===== config.mk =====
export PLATFORM = sky130hd
export DESIGN_NAME = logic_unit_arbiter
export DESIGN_NICKNAME = d
export VERILOG_FILES = /design/src/rtl/logic_unit_arbiter_pkg.sv /design/src/rtl/logic_unit_arbiter_logic_unit.sv /design/src/rtl/logic_unit_arbiter.sv
export SDC_FILE = /design/constraint.sdc
export NUM_CORES = 1
export LEC_CHECK = 0
export CAP_MARGIN = 25
export CORE_AREA = 2 2 114 88
export CTS_CLUSTER_SIZE = 12
export DETAILED_ROUTE_END_ITERATION = 12
export DIE_AREA = 0 0 116 90
export GPL_TIMING_DRIVEN = 1
export SLEW_MARGIN = 0
export SYNTH_ARGS = -nofsm -noshare
export SYNTH_HDL_FRONTEND = slang
export SYNTH_HIERARCHICAL = 1
export SYNTH_SLANG_ARGS = --single-unit
export TNS_END_PERCENT = 10

===== constraint.sdc =====
create_clock -name clk -period 2.5 [get_ports clk]
set_input_delay 0.375 -clock clk [delete_from_list [all_inputs] [get_ports clk]]
set_output_delay 0.375 -clock clk [all_outputs]
set_load 0.05 [all_outputs]

===== src/rtl/logic_unit_arbiter_pkg.sv =====
// Shared definitions for the logic-unit arbiter slice.
//   - Opcode constants for the bitwise logic unit.
//   - FSM state encoding (2-bit) for the arbiter sequencer.
package logic_unit_arbiter_pkg;

  localparam logic [1:0] OP_AND  = 2'b00;
  localparam logic [1:0] OP_OR   = 2'b01;
  localparam logic [1:0] OP_XOR  = 2'b10;
  localparam logic [1:0] OP_NAND = 2'b11;

  typedef enum logic [1:0] {
    S_IDLE = 2'd0,
    S_LOAD = 2'd1,
    S_EXEC = 2'd2,
    S_DONE = 2'd3
  } state_e;

endpackage


===== src/rtl/logic_unit_arbiter_logic_unit.sv =====
// Combinational W-bit bitwise logic unit.
// Ports:
//   op  in  2  opcode (AND / OR / XOR / NAND)
//   a   in  W  operand A
//   b   in  W  operand B
//   y   out W  bitwise result
module logic_unit
  import logic_unit_arbiter_pkg::*;
#(
  parameter int W = 8
) (
  input  logic [1:0]   op,
  input  logic [W-1:0] a,
  input  logic [W-1:0] b,
  output logic [W-1:0] y
);

  always_comb begin
    y = '0;
    case (op)
      OP_AND:  y = a & b;
      OP_OR:   y = a | b;
      OP_XOR:  y = a ^ b;
      OP_NAND: y = ~(a & b);
    endcase
  end

endmodule


===== src/rtl/logic_unit_arbiter.sv =====
// Round-robin arbiter/sequencer sharing one logic unit among N requesters.
// Each operation walks IDLE -> LOAD -> EXEC -> DONE -> IDLE.
// Ports:
//   clk, rst_n     clock, async active-low reset
//   req   [N]      request per requester
//   op    [2N]     opcode per requester, op[2i+1:2i]
//   a_bus [N*W]    operand A per requester, a_bus[W*i +: W]
//   b_bus [N*W]    operand B per requester
//   gnt   [N]      one-hot grant pulse (LOAD cycle)
//   busy           FSM not in IDLE
//   y     [W]      result, held until next DONE
//   y_valid        one-cycle pulse in DONE
//   y_id  [IDW]    requester that owns y
module logic_unit_arbiter
  import logic_unit_arbiter_pkg::*;
#(
  parameter  int N   = 4,
  parameter  int W   = 8,
  localparam int IDW = $clog2(N)
) (
  input  logic             clk,
  input  logic             rst_n,
  input  logic [N-1:0]     req,
  input  logic [2*N-1:0]   op,
  input  logic [N*W-1:0]   a_bus,
  input  logic [N*W-1:0]   b_bus,
  output logic [N-1:0]     gnt,
  output logic             busy,
  output logic [W-1:0]     y,
  output logic             y_valid,
  output logic [IDW-1:0]   y_id
);

  typedef struct packed {
    logic [1:0]   op;
    logic [W-1:0] a;
    logic [W-1:0] b;
  } lu_req_t;

  state_e         state_q, state_d;
  logic [IDW-1:0] ptr_q, ptr_d;
  logic [IDW-1:0] win_q, win_d;
  lu_req_t        cap_q, cap_d;
  logic [N-1:0]   gnt_q, gnt_d;
  logic           busy_q, busy_d;
  logic [W-1:0]   y_q, y_d;
  logic           y_valid_q, y_valid_d;
  logic [IDW-1:0] y_id_q, y_id_d;

  logic [W-1:0]   lu_y;

  // Round-robin scan: first requester at ptr+1, ptr+2, ... (mod N).
  logic           found;
  logic [IDW-1:0] pick;
  logic [IDW-1:0] cand;

  always_comb begin
    found = 1'b0;
    pick  = '0;
    cand  = '0;
    for (int k = 1; k <= N; k++) begin
      cand = IDW'((int'(ptr_q) + k) % N);
      if (!found && req[cand]) begin
        found = 1'b1;
        pick  = cand;
      end
    end
  end

  // Operand mux for the latched winner, used only when capturing in LOAD.
  lu_req_t win_req;

  always_comb begin
    win_req = '0;
    for (int i = 0; i < N; i++) begin
      if (win_q == IDW'(i)) begin
        win_req.op = op[2*i +: 2];
        win_req.a  = a_bus[W*i +: W];
        win_req.b  = b_bus[W*i +: W];
      end
    end
  end

  logic_unit #(.W(W)) u_lu (
    .op (cap_q.op),
    .a  (cap_q.a),
    .b  (cap_q.b),
    .y  (lu_y)
  );

  always_comb begin
    state_d   = state_q;
    ptr_d     = ptr_q;
    win_d     = win_q;
    cap_d     = cap_q;
    gnt_d     = '0;
    busy_d    = busy_q;
    y_d       = y_q;
    y_valid_d = 1'b0;
    y_id_d    = y_id_q;
    case (state_q)
      S_IDLE: begin
        if (found) begin
          state_d = S_LOAD;
          win_d   = pick;
          gnt_d   = {{(N-1){1'b0}}, 1'b1} << pick;
          busy_d  = 1'b1;
        end
      end
      S_LOAD: begin
        // Requester holds operands while gnt is visible, so capture here.
        cap_d   = win_req;
        state_d = S_EXEC;
      end
      S_EXEC: begin
        // Result is registered on the way into DONE so it is visible
        // together with the y_valid pulse.
        y_d       = lu_y;
        y_id_d    = win_q;
        y_valid_d = 1'b1;
        ptr_d     = win_q;
        state_d   = S_DONE;
      end
      S_DONE: begin
        state_d = S_IDLE;
        busy_d  = 1'b0;
      end
      default: begin
        state_d = S_IDLE;
        busy_d  = 1'b0;
      end
    endcase
  end

  always_ff @(posedge clk or negedge rst_n) begin
    if (!rst_n) begin
      state_q   <= S_IDLE;
      ptr_q     <= IDW'(N-1);
      win_q     <= '0;
      cap_q     <= '0;
      gnt_q     <= '0;
      busy_q    <= 1'b0;
      y_q       <= '0;
      y_valid_q <= 1'b0;
      y_id_q    <= '0;
    end else begin
      state_q   <= state_d;
      ptr_q     <= ptr_d;
      win_q     <= win_d;
      cap_q     <= cap_d;
      gnt_q     <= gnt_d;
      busy_q    <= busy_d;
      y_q       <= y_d;
      y_valid_q <= y_valid_d;
      y_id_q    <= y_id_d;
    end
  end

  assign gnt     = gnt_q;
  assign busy    = busy_q;
  assign y       = y_q;
  assign y_valid = y_valid_q;
  assign y_id    = y_id_q;

endmodule


==> reports/results.ini <==
[timing]
final-hold-violation-count = 0
setup_viol = 0
fin_setup_tns_ns = 0
final.min_clock_period_ns = 1.817
maxSlewHeadroom = 0.4213
rsz0062_at_grt = false
final-max-slew-violation-count = 0
clock.fmax_ghz = 0.5505
fin_skew_ns = 0.003344
tightest_slew_ns = 0.8681
min_period_over_period = 0.7266

[clocking]
clk_latency_ns = 0.28
cts_resized = 0
cts.path.max_buffers = 2
numClockSinks = 40
cts_buffers = 5
clkTransAtPathRegs_ns = 0.06
htree_levels = 2
cts_tree = built
cts_setup_buffers = 0
cts_root_buffer = clkbuf_16
cts_hold_buf = 0

[critical_path]
cp_slowest_stage_delay_ns = 0.82
crit_chain = clkdlybuf4s50_1
start_kind = flip-flop
crit_type = flip-flop to primary output
crit_buf_inv = 1
critPathCaptureType = primary output
crit_family = buffers and inverters
worst-path-stages = 1
reg2reg_depth = 3
crit_required_ns = 2.12
cp_max_fo = 2
critPathSlowestCell = clkdlybuf4s50_1
worstPathArrival_ns = 1.44

[pwr]
p_total_mw = 4.701
p_sw_mw = 1.854
power_frac_clock = 0.133
netSwitchingFraction = 0.3943
p_per_area_nw_per_um2 = 1189
power.internal_mw = 2.848
p_seq_frac = 0.286
power_frac_comb = 0.581
p_leak_nw = 1.712
ir_worst_vdd_uv = 410.7

[layout]
syn2layout_area_growth_pct = 44.18
antenna_cells = 0
layoutNonFillerInstCount = 426
drive_above_1_share = 0.2585
nets = 391

[drt]
wire_per_inst_um = 14.26
drt_iter0_drc = 75
wl_um = 6075
drc = 0
drtPass1Iterations = 3
vias_per_cell = 4.441
vias = 1892
ant_nets = 0

[global_route]
grt_pass1_wl_um = 10170
grt_start_max_net_pins = 41
track_usage = 0.1247
grt_antenna_before_repair = 0
grt_pass1_vias = 2058
grt_overflow = 0

[floorplanning]
dieArea_um2 = 10440
initial_core_util = 0.2921
dieHeight_um = 90
io_pins = 94
core_area_um2 = 9387
die_x_um = 116
rows = 31

[yosys]
synth_common_cells = 38 x dfrtp_1, 23 x inv_1, 20 x ha_1, 20 x mux2_4
synth_area_leaders = dfrtp_1 35%, mux4_2 15%, mux2_4 11%
synth_top_area_share = 0.3469
ys_seq_area_frac = 0.3660
synthFlopType = dfrtp_1
synth_fp_nets = 297
yosysTopAreaCell = dfrtp_1
synth-edff-count = 0
ys.warnings.count = 6
synth_area_um2 = 2741
avgSynthCellArea_um2 = 13.78
async_flop_share = 1.000
ys_ff_latch = 40
synth_most_common_cell = dfrtp_1
ys_types = 35
synth_cells = 199

[worst_hold_path]
hp-class = primary input to asynchronous set/reset pin

[placed_design]
dpl.hpwl_um = 4609
place_inst = 417
portBuffers = 93
place_congestion = 0.7922

[status]
status = complete, no violations

[run]
cap_violations = 0

==> power groups by stage <==
stage	Clock (mW)	Combinational [mW]	Sequential, mW
6_report	0.625	2.73	1.35
5_1_grt	0.685	2.98	1.42
4_1_cts	0.653	2.77	1.36
3_5_place_dp	0	2.75	1.37
3_3_place_gp	0	2.71	1.35
2_1_floorplan	0	1.87	1.55
==> logic make-up (layout without fill, tap and decap cells) <==
family | Yosys count | in the layout | share of synthesized area
mux | 71 | 71 | 0.3848
flops | 40 | 40 | 0.3660
buf+inv | 35 | 130 | 0.06389
fa+ha+maj | 20 | 20 | 0.09128
compound gates | 18 | 18 | 0.05112
simple gates | 15 | 15 | 0.04290
==> registers in the layout, indices dropped and copies added, names as in the netlist <==
name / cells
gnt: 4
ptr_q: 2
y: 8
y_valid: 1
cap_q: 18
busy: 1
state_q: 2
win_q: 2
y_id: 2
==> metal layers <==
| metal | vias to the layer above | wire length (µm) | global-route usage |
|---|---|---|---|
| met2 | 44 | 2762 | 0.2003 |
| met1 | 924 | 2891 | 0.1686 |
| met5 | - | 0 | 0 |
| met3 | 5 | 380 | 0.03304 |
| met4 | 0 | 41 | 0.02679 |
| li1 | 919 | - | - |
==> final cells by class <==
type / instances / area [µm²]
repair buffers: 99 / 991.0
clock inverters: 3 / 18.77
well taps: 132 / 165.2
fillers: 908 / 5434
inverters: 23 / 86.33
flip-flops and latches: 40 / 1003
clock buffers: 5 / 125.1
multi-input cells: 124 / 1563
==> layout by cell type, fill, tap and decap left out, types with 2 or more instances in the layout <==
master | synthesis | layout
a211oi_1 | 2 | 2
clkdlybuf4s50_1 | 0 | 92
clkbuf_16 | 0 | 5
nor4b_2 | 2 | 2
nor2b_1 | 2 | 2
ha_1 | 20 | 20
nand2_1 | 4 | 4
mux2i_1 | 18 | 18
mux2_4 | 20 | 20
inv_1 | 23 | 23
clkinv_2 | 0 | 2
mux2_2 | 14 | 14
nand2b_1 | 2 | 2
o21ai_0 | 5 | 5
dfstp_2 | 2 | 2
buf_4 | 0 | 5
dfrtp_1 | 38 | 38
mux4_2 | 18 | 18
==> per-stage QoR <==
stage	utilization	instance area, µm²	hold WS (ns)	setup WS, ns
2_1_floorplan	-	2741	0.07941	0.9303
3_3_place_gp	0.4028	3781	0.4898	0.5816
3_5_place_dp	0.4028	3781	0.4954	0.5537
4_1_cts	0.4182	3925	0.2830	0.6648
5_1_grt	0.4211	3953	0.08043	0.6342
6_report	0.4211	3953	0.05878	0.6835
==> final timing paths <==
| kind | from | end | slack (ns) |
|---|---|---|---|
| min | rst_n | y[3] | 0.06 |
| min in group clk | y[5] | y[5] | 0.50 |
| max | y[4] | y[4] | 0.68 |
| max in group asynchronous | rst_n | gnt[3] | 1.95 |
| min reg2reg | y[5] | y[5] | 0.50 |
| max reg2reg | win_q[0] | cap_q[5] | 0.75 |
No activity file was read; power rests on OpenSTA's default activity.
